## config.mk

```make
export PLATFORM = sky130hd
export DESIGN_NAME = axis_tlast_framer_flat
export DESIGN_NICKNAME = d
export VERILOG_FILES = /design/src/rtl/axis_tlast_framer_pkg.sv /design/src/rtl/axis_tlast_framer_if.sv /design/src/rtl/axis_tlast_framer_skid_buf.sv /design/src/rtl/axis_tlast_framer.sv /design/src/flat_wrapper.sv
export SDC_FILE = /design/constraint.sdc
export NUM_CORES = 1
export LEC_CHECK = 0
export BUFFER_PORTS_ARGS = -buffer_cell sky130_fd_sc_hd__buf_4
export CORE_MARGIN = 3
export CORE_UTILIZATION = 60
export DETAILED_ROUTE_END_ITERATION = 6
export PLACE_DENSITY = 0.83
export REMOVE_ABC_BUFFERS = 1
export SLEW_MARGIN = 5
export SYNTH_ARGS = -nofsm -noshare
export SYNTH_HDL_FRONTEND = slang
export SYNTH_SLANG_ARGS = --single-unit
```

## constraint.sdc

```tcl
create_clock -name clk -period 7.5 [get_ports clk]
set_input_delay 1.875 -clock clk [delete_from_list [all_inputs] [get_ports clk]]
set_output_delay 1.875 -clock clk [all_outputs]
set_load 0.05 [all_outputs]
```

## src/rtl/axis_tlast_framer_pkg.sv

```systemverilog
// Shared definitions for the AXI-Stream tlast framer.
//   - Default parameter values for the framer and its stream interface.
//   - payload_width(): width of the bundle carried through the skid buffer,
//     i.e. tdata + tlast (+ tuser when TLAST_FRAMER_SOF_EN is defined).
// Build option: TLAST_FRAMER_SOF_EN adds a start-of-frame tuser bit.
package axis_tlast_framer_pkg;

  localparam int unsigned DEF_DATA_WIDTH    = 32;
  localparam int unsigned DEF_COUNTER_WIDTH = 16;
  localparam int unsigned DEF_NUMBER        = 16;
  localparam int unsigned DEF_PKT_CNT_WIDTH = 32;

`ifdef TLAST_FRAMER_SOF_EN
  localparam int unsigned SOF_BITS = 1;
`else
  localparam int unsigned SOF_BITS = 0;
`endif

  // tdata + tlast + optional start-of-frame flag
  function automatic int unsigned payload_width(input int unsigned data_width);
    return data_width + 1 + SOF_BITS;
  endfunction

endpackage

```

## src/rtl/axis_tlast_framer_if.sv

```systemverilog
// AXI-Stream bundle used on both sides of the framer.
//   tdata  : sample payload (DATA_WIDTH bits)
//   tvalid : beat valid
//   tready : sink ready
//   tlast  : last beat of packet
//   tuser  : start of frame (only with TLAST_FRAMER_SOF_EN)
// Modports: master drives data/valid/last(/user), slave drives ready.
interface axis_tlast_framer_if
  import axis_tlast_framer_pkg::*;
#(
  parameter int unsigned DATA_WIDTH = DEF_DATA_WIDTH
);

  logic [DATA_WIDTH-1:0] tdata;
  logic                  tvalid;
  logic                  tready;
  logic                  tlast;
`ifdef TLAST_FRAMER_SOF_EN
  logic                  tuser;

  modport master (output tdata, output tvalid, output tlast, output tuser, input tready);
  modport slave  (input tdata, input tvalid, input tlast, input tuser, output tready);
`else
  modport master (output tdata, output tvalid, output tlast, input tready);
  modport slave  (input tdata, input tvalid, input tlast, output tready);
`endif

endinterface

```

## src/rtl/axis_tlast_framer_skid_buf.sv

```systemverilog
// axis_skid_buf: generic 2-entry AXI-Stream register slice.
//   clk, reset_n           : clock, asynchronous active-low reset
//   in_data/in_valid       : upstream payload and valid
//   in_ready               : registered "skid entry empty"
//   out_data/out_valid     : registered downstream payload and valid
//   out_ready              : downstream ready
// Sustains one beat per clock; the second entry absorbs the beat accepted
// in the cycle where the output stalls, so in_ready can be a register.
module axis_skid_buf #(
  parameter int unsigned C_WIDTH = 33
) (
  input  logic               clk,
  input  logic               reset_n,
  input  logic [C_WIDTH-1:0] in_data,
  input  logic               in_valid,
  output logic               in_ready,
  output logic [C_WIDTH-1:0] out_data,
  output logic               out_valid,
  input  logic               out_ready
);

  logic [C_WIDTH-1:0] out_data_reg, out_data_next;
  logic [C_WIDTH-1:0] skid_data_reg, skid_data_next;
  logic               out_valid_reg, out_valid_next;
  logic               skid_valid_reg, skid_valid_next;
  logic               ready_reg;
  logic               in_fire;
  logic               out_free;

  assign in_fire  = in_valid && ready_reg;
  assign out_free = !out_valid_reg || out_ready;

  // ready_reg tracks !skid_valid_reg, so a beat is never accepted while the
  // skid entry is occupied.
  always_comb begin
    out_data_next   = out_data_reg;
    out_valid_next  = out_valid_reg;
    skid_data_next  = skid_data_reg;
    skid_valid_next = skid_valid_reg;
    if (out_free) begin
      if (skid_valid_reg) begin
        out_data_next   = skid_data_reg;
        out_valid_next  = 1'b1;
        skid_valid_next = 1'b0;
      end else begin
        out_valid_next = in_fire;
        if (in_fire) begin
          out_data_next = in_data;
        end
      end
    end else if (in_fire) begin
      skid_data_next  = in_data;
      skid_valid_next = 1'b1;
    end
  end

  always_ff @(posedge clk or negedge reset_n) begin
    if (!reset_n) begin
      out_data_reg   <= '0;
      out_valid_reg  <= 1'b0;
      skid_data_reg  <= '0;
      skid_valid_reg <= 1'b0;
      ready_reg      <= 1'b0;
    end else begin
      out_data_reg   <= out_data_next;
      out_valid_reg  <= out_valid_next;
      skid_data_reg  <= skid_data_next;
      skid_valid_reg <= skid_valid_next;
      ready_reg      <= !skid_valid_next;
    end
  end

  assign in_ready  = ready_reg;
  assign out_data  = out_data_reg;
  assign out_valid = out_valid_reg;

endmodule

```

## src/rtl/axis_tlast_framer.sv

```systemverilog
// axis_tlast_framer: slices a continuous AXI-Stream into packets.
//   clk, reset_n : clock, asynchronous active-low reset
//   s_axis       : input stream (slave modport); its tlast/tuser are ignored
//   m_axis       : framed output stream (master modport), registered
//   cfg_len      : packet length in beats, 0 selects C_NUMBER; latched on
//                  the first beat of each packet
//   flush        : pulse, ends the current packet on the next accepted beat
//   beat_count   : index of the next beat within the packet
//   pkt_count    : completed packets (counted at input acceptance), wraps
// Build option: TLAST_FRAMER_SOF_EN adds m_axis.tuser on the first beat.
module axis_tlast_framer
  import axis_tlast_framer_pkg::*;
#(
  parameter int unsigned C_DATA_WIDTH    = DEF_DATA_WIDTH,
  parameter int unsigned C_COUNTER_WIDTH = DEF_COUNTER_WIDTH,
  parameter int unsigned C_NUMBER        = DEF_NUMBER,
  parameter int unsigned C_PKT_CNT_WIDTH = DEF_PKT_CNT_WIDTH
) (
  input  logic                       clk,
  input  logic                       reset_n,
  axis_tlast_framer_if.slave         s_axis,
  axis_tlast_framer_if.master        m_axis,
  input  logic [C_COUNTER_WIDTH-1:0] cfg_len,
  input  logic                       flush,
  output logic [C_COUNTER_WIDTH-1:0] beat_count,
  output logic [C_PKT_CNT_WIDTH-1:0] pkt_count
);

  localparam int unsigned PAYLOAD_W = payload_width(C_DATA_WIDTH);
  localparam logic [C_COUNTER_WIDTH-1:0] NUMBER_W = C_COUNTER_WIDTH'(C_NUMBER);
  localparam logic [C_COUNTER_WIDTH-1:0] BEAT_ONE = C_COUNTER_WIDTH'(1);
  localparam logic [C_PKT_CNT_WIDTH-1:0] PKT_ONE  = C_PKT_CNT_WIDTH'(1);

  logic [C_COUNTER_WIDTH-1:0] beat_count_reg, beat_count_next;
  logic [C_PKT_CNT_WIDTH-1:0] pkt_count_reg, pkt_count_next;
  logic [C_COUNTER_WIDTH-1:0] len_q_reg, len_q_next;
  logic                       flush_pend_reg, flush_pend_next;

  logic                       s_ready;
  logic                       in_fire;
  logic                       first_beat;
  logic [C_COUNTER_WIDTH-1:0] len_first;
  logic [C_COUNTER_WIDTH-1:0] len_eff;
  logic                       beat_last;
  logic [PAYLOAD_W-1:0]       payload_in;
  logic [PAYLOAD_W-1:0]       payload_out;

  assign in_fire    = s_axis.tvalid && s_ready;
  assign first_beat = (beat_count_reg == '0);
  assign len_first  = (cfg_len == '0) ? NUMBER_W : cfg_len;
  // First beat of a packet sees cfg_len directly; later beats use the latch.
  assign len_eff    = first_beat ? len_first : len_q_reg;
  assign beat_last  = (beat_count_reg == len_eff - BEAT_ONE) || flush || flush_pend_reg;

  always_comb begin
    beat_count_next = beat_count_reg;
    pkt_count_next  = pkt_count_reg;
    len_q_next      = len_q_reg;
    flush_pend_next = flush_pend_reg;
    if (in_fire) begin
      flush_pend_next = 1'b0;
      if (first_beat) begin
        len_q_next = len_first;
      end
      if (beat_last) begin
        beat_count_next = '0;
        pkt_count_next  = pkt_count_reg + PKT_ONE;
      end else begin
        beat_count_next = beat_count_reg + BEAT_ONE;
      end
    end else if (flush) begin
      flush_pend_next = 1'b1;
    end
  end

  always_ff @(posedge clk or negedge reset_n) begin
    if (!reset_n) begin
      beat_count_reg <= '0;
      pkt_count_reg  <= '0;
      len_q_reg      <= NUMBER_W;
      flush_pend_reg <= 1'b0;
    end else begin
      beat_count_reg <= beat_count_next;
      pkt_count_reg  <= pkt_count_next;
      len_q_reg      <= len_q_next;
      flush_pend_reg <= flush_pend_next;
    end
  end

`ifdef TLAST_FRAMER_SOF_EN
  assign payload_in   = {first_beat, beat_last, s_axis.tdata};
  assign m_axis.tuser = payload_out[PAYLOAD_W-1];
`else
  assign payload_in   = {beat_last, s_axis.tdata};
`endif

  axis_skid_buf #(
    .C_WIDTH (PAYLOAD_W)
  ) u_skid (
    .clk       (clk),
    .reset_n   (reset_n),
    .in_data   (payload_in),
    .in_valid  (s_axis.tvalid),
    .in_ready  (s_ready),
    .out_data  (payload_out),
    .out_valid (m_axis.tvalid),
    .out_ready (m_axis.tready)
  );

  assign s_axis.tready = s_ready;
  assign m_axis.tdata  = payload_out[C_DATA_WIDTH-1:0];
  assign m_axis.tlast  = payload_out[C_DATA_WIDTH];
  assign beat_count    = beat_count_reg;
  assign pkt_count     = pkt_count_reg;

endmodule

```

## src/flat_wrapper.sv

```systemverilog
// flat-port wrapper written by rule: the top's interface ports become plain ports
module axis_tlast_framer_flat import axis_tlast_framer_pkg::*;
#(
  parameter int unsigned C_DATA_WIDTH    = DEF_DATA_WIDTH,
  parameter int unsigned C_COUNTER_WIDTH = DEF_COUNTER_WIDTH,
  parameter int unsigned C_NUMBER        = DEF_NUMBER,
  parameter int unsigned C_PKT_CNT_WIDTH = DEF_PKT_CNT_WIDTH
)
  (clk, reset_n, cfg_len, flush, beat_count, pkt_count, s_axis_tdata, s_axis_tvalid, s_axis_tlast, s_axis_tready, m_axis_tdata, m_axis_tvalid, m_axis_tlast, m_axis_tready);
  axis_tlast_framer_if #(.DATA_WIDTH((32))) s_axis_i ();
  axis_tlast_framer_if #(.DATA_WIDTH((32))) m_axis_i ();
  input  logic clk;
  input  logic reset_n;
  input  logic [C_COUNTER_WIDTH-1:0] cfg_len;
  input  logic flush;
  output logic [C_COUNTER_WIDTH-1:0] beat_count;
  output logic [C_PKT_CNT_WIDTH-1:0] pkt_count;
  input wire logic [$bits(s_axis_i.tdata)-1:0] s_axis_tdata;
  input wire logic [$bits(s_axis_i.tvalid)-1:0] s_axis_tvalid;
  input wire logic [$bits(s_axis_i.tlast)-1:0] s_axis_tlast;
  output wire logic [$bits(s_axis_i.tready)-1:0] s_axis_tready;
  output wire logic [$bits(m_axis_i.tdata)-1:0] m_axis_tdata;
  output wire logic [$bits(m_axis_i.tvalid)-1:0] m_axis_tvalid;
  output wire logic [$bits(m_axis_i.tlast)-1:0] m_axis_tlast;
  input wire logic [$bits(m_axis_i.tready)-1:0] m_axis_tready;
  assign s_axis_i.tdata = s_axis_tdata;
  assign s_axis_i.tvalid = s_axis_tvalid;
  assign s_axis_i.tlast = s_axis_tlast;
  assign s_axis_tready = s_axis_i.tready;
  assign m_axis_tdata = m_axis_i.tdata;
  assign m_axis_tvalid = m_axis_i.tvalid;
  assign m_axis_tlast = m_axis_i.tlast;
  assign m_axis_i.tready = m_axis_tready;
  axis_tlast_framer #(.C_DATA_WIDTH(C_DATA_WIDTH), .C_COUNTER_WIDTH(C_COUNTER_WIDTH), .C_NUMBER(C_NUMBER), .C_PKT_CNT_WIDTH(C_PKT_CNT_WIDTH)) u_core (.clk(clk), .reset_n(reset_n), .s_axis(s_axis_i), .m_axis(m_axis_i), .cfg_len(cfg_len), .flush(flush), .beat_count(beat_count), .pkt_count(pkt_count));
endmodule
```

Word-level counts from Yosys, hierarchy flattened
Cells that the tools add are included.

cells by class
  bitwise operators = 1
  reductions and logical operators = 13
  multiplexer cells = 10
  add/sub/neg operators = 3
  eq/ne operators = 1

operators by type and width
  operator                                                               count
  33-bit two-way mux                                                     2
  16-bit two-way mux                                                     3
  32-bit by 1-bit adder with 32-bit output (second input constant)       1
  16-bit logical NOT                                                     2
  16-bit by 1-bit adder with 16-bit output (second input constant)       1
  16-bit equality test                                                   1
  16-bit by 1-bit subtractor with 16-bit output (second input constant)  1
  2-bit AND reduction                                                    3
  1-bit two-way mux                                                      5
  2-bit nonzero test                                                     2
  1-bit logical OR                                                       3
  1-bit logical NOT                                                      2
  1-bit logical AND                                                      1
  1-bit inverter                                                         1

word-level totals
  flip-flop bits (word level) = 134
  logic and storage cells = 37
  input bits = 54

Longest topological paths before layout
Gate-level depths: netlist (run 1).

  depth in word-level cells = 9
  depth in mapped cells = 19

Modules after synthesis
A second synthesis (run 1) with hierarchy kept.

second synthesis, totals
  cells, all modules = 633
  area total of the unflattened synthesis = 7458.4 µm²

by module, submodules not included
  module             sequential area each (µm²)  cells an instance  area each (µm²)  times used
  axis_tlast_framer  1627.8                      447                4215.3           1
  axis_skid_buf      1726.7                      186                3243.1           1

Worst setup path after synthesis (run 1)
Ideal clock, no wire load.

  path kind = input to register
  start point = input port cfg_len[0]
  end point = register u_core.pkt_count_reg[17] (netlist: u_core.pkt_count[17])
  required time = 7.358 ns
  slack = 2.504 ns
  cell stages on the path = 14
  arrival = 4.853 ns
  buffers on the path = 2
  cells stage by stage = mux2i_1 > ha_1 > buf_2 > or4b_1 > or3_1 > nor4_1 > o211ai_1 > mux2i_1 > nand3_1 > or4_4 > a21oi_4 > buf_6 > nand4_1 > xnor2_1

on the way
  word-level cells in the longest chain between the ends = 8

RTL lines
  what                                             RTL line                 RTL
  start, declared                                  flat_wrapper.sv:14       input logic [C_COUNTER_WIDTH-1:0] cfg_len;
  16-bit logical NOT                               axis_tlast_framer.sv:50  assign len_first = (cfg_len == '0) ? NUMBER_W : cfg_len;
  16-bit two-way mux *                             axis_tlast_framer.sv:50
  16-bit two-way mux *                             axis_tlast_framer.sv:52  assign len_eff = first_beat ? len_first : len_q_reg;
  16-bit by 1-bit subtractor with 16-bit output *  axis_tlast_framer.sv:53  assign beat_last = (beat_count_reg == len_eff - BEAT_ONE) || flush || flush_pend_reg;
  16-bit equality test *                           axis_tlast_framer.sv:53
  1-bit logical OR * (2 in series)                 axis_tlast_framer.sv:53
  2-bit AND reduction (no source line) *           --
  end signal, assigned                             axis_tlast_framer.sv:84  pkt_count_reg <= pkt_count_next;
  end, declared                                    axis_tlast_framer.sv:35  logic [C_PKT_CNT_WIDTH-1:0] pkt_count_reg, pkt_count_next;

Every way passes the cells marked *; elsewhere a longest branch is shown, timed or not.
A chain may end at the register's enable or synchronous reset.

Final worst setup path (run 1)
  start point = register u_core.beat_count_reg[0] (netlist: u_core.beat_count[0])
  end point = register u_core.pkt_count_reg[9] (netlist: u_core.pkt_count[9])

on the way
  word-level cells in the longest chain between the ends = 7

RTL lines
  what                                           RTL line                 RTL
  start, declared                                axis_tlast_framer.sv:34  logic [C_COUNTER_WIDTH-1:0] beat_count_reg, beat_count_next;
  start signal, assigned                         axis_tlast_framer.sv:83  beat_count_reg <= beat_count_next;
  16-bit logical NOT                             axis_tlast_framer.sv:49  assign first_beat = (beat_count_reg == '0);
  16-bit two-way mux                             axis_tlast_framer.sv:52
  16-bit by 1-bit subtractor with 16-bit output  axis_tlast_framer.sv:53
  16-bit equality test *                         axis_tlast_framer.sv:53
  1-bit logical OR * (2 in series)               axis_tlast_framer.sv:53
  2-bit AND reduction (no source line) *         --

Marks and branches as above.

==> results of run 1 <==
## power breakdown
part,total (µW),internal (µW),switching (µW)
combinational,842,318,523
clock,794,493,301
sequential,1020,879,139
## worst max-delay path: stages (launching register included)
cell and delay (ps):
sky130_fd_sc_hd__dfrtp_1 490, sky130_fd_sc_hd__inv_1 140, sky130_fd_sc_hd__ha_1 200, sky130_fd_sc_hd__nor4b_2 300, sky130_fd_sc_hd__nand4_2 520, sky130_fd_sc_hd__mux2i_1 380, sky130_fd_sc_hd__ha_1 410, sky130_fd_sc_hd__or4b_1 500
sky130_fd_sc_hd__or3_1 330, sky130_fd_sc_hd__nor4_1 250, sky130_fd_sc_hd__o211ai_1 130, sky130_fd_sc_hd__mux2i_1 160, sky130_fd_sc_hd__nand3_1 110, sky130_fd_sc_hd__or4_4 570, sky130_fd_sc_hd__a21oi_4 780, sky130_fd_sc_hd__and4_1 330
sky130_fd_sc_hd__xor2_1 160
## logic make-up after synthesis
| group | synth area share (%) |
|---|---|
| muxes | 14.54 |
| AOI/OAI and AO/OA | 7.577 |
| adders and majority gates | 0.7217 |
| DFF | 48.37 |
| xor gates and xnor gates | 7.703 |
| and+or+nand+nor | 17.73 |
| buffers and inverters | 3.356 |
## worst max-delay path by stage
stage,from,endpoint,depth (start not counted),slack (ps)
floorplan,cfg_len[0],u_core.pkt_count[1]$_DFFE_PN0P_,11,2240
global placement,cfg_len[1],u_core.pkt_count[9]$_DFFE_PN0P_,13,1730
detailed placement,cfg_len[1],u_core.pkt_count[9]$_DFFE_PN0P_,13,1570
CTS,u_core.beat_count[0]$_DFFE_PN0P_,u_core.pkt_count[9]$_DFFE_PN0P_,16,1700
global route,u_core.beat_count[0]$_DFFE_PN0P_,u_core.pkt_count[9]$_DFFE_PN0P_,16,1270
finish,u_core.beat_count[0]$_DFFE_PN0P_,u_core.pkt_count[9]$_DFFE_PN0P_,16,1640
## stage by stage
stage | power (µW) | hold slack [ps] | instance area, µm² | worst slack (ps)
final | 2654 | 476.9 | 8517 | 1645
after global routing | 2779 | 488.8 | 8517 | 1268
after CTS | 2667 | 479.5 | 8517 | 1697
after detailed placement | 1862 | 459.4 | 7960 | 1574
after global placement | 1824 | 458.1 | 7960 | 1730
after floorplan | 1586 | 444.6 | 6740 | 2239
## area by class of cell
| class | count | area, µm² | share of cell area [%] |
|---|---|---|---|
| Sequential cell | 134 | 3356 | 39.40 |
| Multi-Input combinational cell | 463 | 3356 | 39.40 |
| Timing Repair Buffer | 138 | 1036 | 12.16 |
| Clock buffer | 22 | 454.2 | 5.333 |
| Tap cell | 140 | 175.2 | 2.057 |
| Clock inverter | 8 | 102.6 | 1.205 |
| Inverter | 10 | 37.54 | 0.4407 |
## per-layer routing
layer  global-route usage [%]  wire (µm)  share of wire [%]
met1                    33.17       6665                 40
met2                    44.33       8336                 50
met3                    8.912       1421                8.5
met4                    10.42        350                2.1
met5                        0          0                  0
## placed cells by master, fill, tap and decap left out, drive strengths merged, types with 2 or more instances in the layout
master,Yosys,final
nand2,26,26
or4,9,9
nor2b,3,3
a31oi,2,2
and3,15,15
ha,4,4
buf,22,138
clkinv,0,4
a22o,2,2
or3,4,4
nand4,18,18
clkbuf,19,22
o21ai,17,17
xor2,23,23
nor3,19,19
nor4,13,13
a211oi,3,3
inv,10,10
nand2b,4,4
nor4b,3,3
o31ai,4,4
bufinv,0,2
dfrtp,133,133
clkinvlp,0,2
and2,4,4
xnor2,38,38
mux2i,49,49
nor2,62,62
a21oi,40,40
and4,6,6
or2,4,4
mux2,46,46
o211ai,3,3
o22ai,3,3
nand3,25,25
==> reports/qor_table.md, run 1 <==
| Parameter | Reported | Unit |
| --- | --- | --- |
| Library cell with the highest instance count after synthesis | sky130_fd_sc_hd__dfrtp_1 | - |
| Sequential share of the synthesized area | 48.37 | % |
| Inserted Diodes | 0 | - |
| Number of non-filler instances in the completed layout | 915 | - |
| Number of global-route vias before repair | 5571 | - |
| Number of antenna violations at the first check in global routing | 0 | - |
| Dominant register cell in the synthesized netlist | sky130_fd_sc_hd__dfrtp_1 | - |
| Overflow left after global routing | 0 | - |
| Result of the run | completed | - |
| Required time reported for the critical path endpoint | 7840 | ps |
| Total negative slack | 0 | ps |
| First-pass GRT wire length | 27620 | µm |
| Source of the worst hold timing path | u_core.u_skid.skid_data_reg[32]$_DFFE_PN0P_ | - |
| Estimated wirelength of the detail-placed design | 11380 | µm |
| Area of the die | 0.01288 | mm² |
| DRT antenna net count | 0 | - |
| Post-synth EDFFs | 0 | - |
| Number of clock buffers inserted by TritonCTS | 17 | - |
| Async SR Flop Fraction | 100.0 | % |
| Starting DRT DRC Count | 434 | - |
| Kind of critical path | reg -> reg | - |
| Post-CTS Hold Fix Bufs | 0 | - |
| Vias per inst | 6.056 | - |
| Cell count after synthesis | 648 | - |
| Horizontal extent of the die | 113.5 | µm |
| Area growth, synth to finish | 22.80 | % |
| Synthesized area divided by synthesized cell count | 10.70 | µm² |
| R2R setup slack | 1640 | ps |
| Share of cells above drive strength 1 | 30.84 | % |
| Largest net degree at the start of global routing | 71 | - |
| Crit end category | register | - |
| FILL cells | 741 | - |
| PD cells | 311.6 | mW/mm² |
| Via Count | 5541 | - |
| Weighted congestion reported at the end of routability-driven placement | 0.8711 | - |
| Worst-Margin Slew | 1008 | ps |
| Terminus of the critical flop-to-flop path | u_core.pkt_count[9]$_DFFE_PN0P_ | - |
| Max-cap viol count | 0 | - |
| Number of buffers added for setup after CTS | 0 | - |
| Post-layout min period | 5855 | ps |
| Hold Path Class | reg -> reg | - |
| Unrepaired setup endpoints after global routing | false | - |
| Fin crit share | 78.07 | % |
| Final setup violation count | 0 | - |
| Number of synthesis warnings | 0 | - |
| Combined area of all synthesized cells | 0.006935 | mm² |
| Height of the chip | 113.5 | µm |
| Hold Crit Endpoint | u_core.u_skid.skid_data_reg[32]$_DFFE_PN0P_ | - |
| GRT Util Overall | 26.99 | % |
| Worst max-slew margin expressed relative to the limit | 32.79 | % |
| Hold violation count in the final report | 0 | - |
| FF-to-FF Start | u_core.beat_count[0]$_DFFE_PN0P_ | - |
| Initial Utilization | 62.60 | % |
| Register-to-Register Path Depth | 16 | - |
| CTS tree | done | - |
| Total Nets Final | 822 | - |
| Max Freq | 170.8 | MHz |
| Total iterations of the first detailed-routing run | 5 | - |
| Core area | 0.01108 | mm² |
| CTS Sinks | 134 | - |
| Clock-pin slew of the registers on the worst-case setup and hold paths | 50 | ps |
| Max FO, Critical Path | 37 | - |
| Startpoint type of the worst setup path | register | - |
| Source-to-sink clock delay at the later pin of the worst-skew pair | 420 | ps |
| Resize count post-CTS | 0 | - |
| Post-synthesis sequential element count | 134 | - |
| Clock Skews | 4.432 | ps |
| Total DRC errors in the routed layout | 0 | - |
| Clock Path Buffers | 2 | - |
| Cell taking the most area after synthesis | sky130_fd_sc_hd__dfrtp_1 | - |
| Yosys top cell area share | 47.99 | % |
| Hold Path Cell Cnt | 2 | - |
| Worst-case vdd ir drop | 226.3 | µV |
| Data arrival time of the critical path | 6190 | ps |
| Count of cell types in the netlist | 60 | - |
| Root buffer cell | sky130_fd_sc_hd__clkbuf_16 | - |
| Utilization after layout | 76.88 | % |
| Number of port buffers | 135 | - |
| Top cells by instance count after synthesis | sky130_fd_sc_hd__dfrtp_1, sky130_fd_sc_hd__nor2_1, sky130_fd_sc_hd__mux2i_1 | - |
| Number of H-tree levels | 4 | - |
| Main area contributors after synthesis | sky130_fd_sc_hd__dfrtp_1, sky130_fd_sc_hd__mux2_2, sky130_fd_sc_hd__mux2i_1 | - |
| IO Count | 137 | - |
| Placed instance count | 885 | - |
| Leak Pwr | 0.003806 | µW |
| Average wire per cell in the routed design | 18.33 | µm |
| Row count | 38 | - |
| Final routed wirelength across all metal layers | 16770 | µm |
| Pins Over Slew Limit | 0 | - |
Power figures use the tool's default switching activity.
==> inputs of run 2 (changes only) <==
--- a/config.mk
+++ b/config.mk
@@ -7,9 +7,9 @@
 export LEC_CHECK = 0
 export BUFFER_PORTS_ARGS = -buffer_cell sky130_fd_sc_hd__buf_4
 export CORE_MARGIN = 3
-export CORE_UTILIZATION = 60
+export CORE_UTILIZATION = 56
 export DETAILED_ROUTE_END_ITERATION = 6
-export PLACE_DENSITY = 0.83
+export PLACE_DENSITY = 0.78
 export REMOVE_ABC_BUFFERS = 1
 export SLEW_MARGIN = 5
 export SYNTH_ARGS = -nofsm -noshare
==> constraint.sdc (replaced) <==
create_clock -name clk -period 5.55 [get_ports clk]
set_input_delay 1.3875 -clock clk [delete_from_list [all_inputs] [get_ports clk]]
set_output_delay 1.3875 -clock clk [all_outputs]
set_load 0.05 [all_outputs]
==> run 2 against run 1 <==
Effect of this change:
- wire length is 2.0% lower
- largest cell class unchanged
- non-clock buffer count rose by 6
- die area is 6.8% higher
- sequential power increased by 34%
- power up 35%
- first-iteration DRC count decreased by 22%
- sequential share of layout area shrank 0.37 points
- count of clock-buffer cells in the layout is 2 higher
- design area is 0.95% higher
- register-to-register slack got worse by 1100 ps
==> reports/qor_table.md, run 2 (synthesized netlist as in run 1, its figures left out) <==
| Parameter | Reported | Unit |
| --- | --- | --- |
| Final setup violation count | 0 | - |
| Height of the chip | 117.3 | µm |
| Unrepaired setup endpoints after global routing | false | - |
| Result of the run | completed | - |
| Crit end category | register | - |
| GRT Util Overall | 24.85 | % |
| Number of H-tree levels | 4 | - |
| Pins Over Slew Limit | 0 | - |
| Minimum setup slack in the final design | 554.3 | ps |
| Clock Path Buffers | 2 | - |
| Via Count | 5421 | - |
| Commonest cells after routing, fill and taps aside | sky130_fd_sc_hd__buf_4, sky130_fd_sc_hd__dfrtp_1, sky130_fd_sc_hd__nor2_1 | - |
| Area taken by flip-flops and latches | 0.003356 | mm² |
| Data arrival time of the critical path | 5300 | ps |
| Worst Setup Slack post-DPL | 467.5 | ps |
| Area of the die | 0.01376 | mm² |
| Most frequent standard cell in the layout excluding fill and tap cells | sky130_fd_sc_hd__buf_4 | - |
| Post-layout min period | 4996 | ps |
| Post-CTS Hold Fix Bufs | 0 | - |
| Number of buffers added for setup after CTS | 0 | - |
| DRT antenna net count | 0 | - |
| Overflow left after global routing | 0 | - |
| Row count | 40 | - |
| Total negative slack | 0 | ps |
| Initial Utilization | 57.50 | % |
| Kind of critical path | reg -> reg | - |
| Summed area of non-filler cells in the final layout | 0.008598 | mm² |
| Hold Path Class | reg -> reg | - |
| FILL cells | 890 | - |
| Horizontal extent of the die | 117.3 | µm |
| Total iterations of the first detailed-routing run | 5 | - |
| IO Count | 137 | - |
| Inserted Diodes | 0 | - |
| Starting DRT DRC Count | 338 | - |
| Number of antenna violations at the first check in global routing | 0 | - |
| Worst-Margin Slew | 1078 | ps |
| Core area | 0.01206 | mm² |
| Number of port buffers | 135 | - |
| Total area of multi-input combinational cells | 0.003356 | mm² |
| Max Freq | 200.2 | MHz |
| Final routed wirelength across all metal layers | 16450 | µm |
| PD cells | 415.7 | mW/mm² |
| First-pass GRT wire length | 26760 | µm |
| Weighted congestion reported at the end of routability-driven placement | 0.8515 | - |
| Max-cap viol count | 0 | - |
| Largest net degree at the start of global routing | 64 | - |
| Source-to-sink clock delay at the later pin of the worst-skew pair | 420 | ps |
| Share of cells above drive strength 1 | 31.07 | % |
| Worst max-slew margin expressed relative to the limit | 28.00 | % |
| Startpoint type of the worst setup path | register | - |
| CTS Sinks | 134 | - |
| Slowest stage delay, CP | 570 | ps |
| Clock-pin slew of the registers on the worst-case setup and hold paths | 50 | ps |
| Max FO, Critical Path | 21 | - |
| CTS tree | done | - |
| Utilization after layout | 71.29 | % |
| Cell area after placement | 0.008053 | mm² |
| Required time reported for the critical path endpoint | 5850 | ps |
| Average wire per cell in the routed design | 17.37 | µm |
| Number of global-route vias before repair | 5451 | - |
| Fin crit share | 90.01 | % |
| Worst-case vdd ir drop | 279.3 | µV |
| Leak Pwr | 0.003840 | µW |
| Hold violation count in the final report | 0 | - |
| Vias per inst | 5.724 | - |
| Clock Skews | 6.727 | ps |
| Worst-path cell chain | inv_1, ha_1, nor4b_2, nand4_2, mux2i_1, ha_1, or4b_1, or3_1, nor4_1, o211ai_1, mux2i_1, nand3_1, or4_4, a21oi_4, buf_12, mux2_2 | - |
| Resize count post-CTS | 0 | - |
| Number of clock buffers inserted by TritonCTS | 17 | - |
| Root buffer cell | sky130_fd_sc_hd__clkbuf_16 | - |
| Estimated wirelength of the detail-placed design | 11480 | µm |
| Critical path's slowest cell | sky130_fd_sc_hd__or4_4 | - |
| Area growth, synth to finish | 23.98 | % |
| Total Nets Final | 828 | - |
| Final-layout worst hold slack | 468.9 | ps |
| Total DRC errors in the routed layout | 0 | - |
## run 2: cell type report
type	count	area share, %
well taps	168	2.445
repair buffers	144	12.72
multi-input cells	463	39.03
flip-flops and latches	134	39.03
clock buffers	24	5.486
clock inverters	4	0.8586
inverters	10	0.4366
## run 2: path summary, 6_finish.rpt
| path | endpoint | cells after the start | from | slack [ps] |
|---|---|---|---|---|
| setup reg to reg | u_core.pkt_count[1]$_DFFE_PN0P_ | 16 | u_core.beat_count[0]$_DFFE_PN0P_ | 550 |
| setup / recovery | u_core.pkt_count[1]$_DFFE_PN0P_ | 16 | u_core.beat_count[0]$_DFFE_PN0P_ | 550 |
| max in group asynchronous | u_core.pkt_count[19]$_DFFE_PN0P_ | 2 | reset_n | 3400 |
| min in group asynchronous | u_core.len_q_reg[12]$_DFFE_PN0P_ | 1 | reset_n | 1050 |
| hold / removal | u_core.pkt_count[31]$_DFFE_PN0P_ | 1 | u_core.pkt_count[31]$_DFFE_PN0P_ | 470 |
| hold reg to reg | u_core.pkt_count[31]$_DFFE_PN0P_ | 1 | u_core.pkt_count[31]$_DFFE_PN0P_ | 470 |
## run 2: power by group
group	switching, µW	internal, µW	total (µW)	leakage, µW
logic	702	439	1140	0.00193
registers	183	1190	1370	0.00165
clock network	388	674	1060	0.000266
total	1270	2300	3570	0.00384
## run 2: worst max-delay path, delay by kind of cell, from the launching register on
| kind | cells | cell delay, ps |
|---|---|---|
| DFF | 1 | 500 |
| and+or+nand+nor | 7 | 2250 |
| muxes | 3 | 720 |
| adders and majority gates | 2 | 590 |
| buffers and inverters | 2 | 340 |
| AOI/OAI and AO/OA | 2 | 460 |
## run 2: routing by layer
metal | wire length [µm] | GRT usage, %
met5 | 0 | 0
met4 | 255 | 9.251
met3 | 1262 | 9.152
met2 | 8085 | 40.08
met1 | 6843 | 30.63
## run 2: through the flow
stage,total power (µW),cells
3_3_place_gp,2480,919
4_1_cts,3593,947
6_report,3574,947
5_1_grt,3757,947
3_5_place_dp,2523,919
2_1_floorplan,2143,607
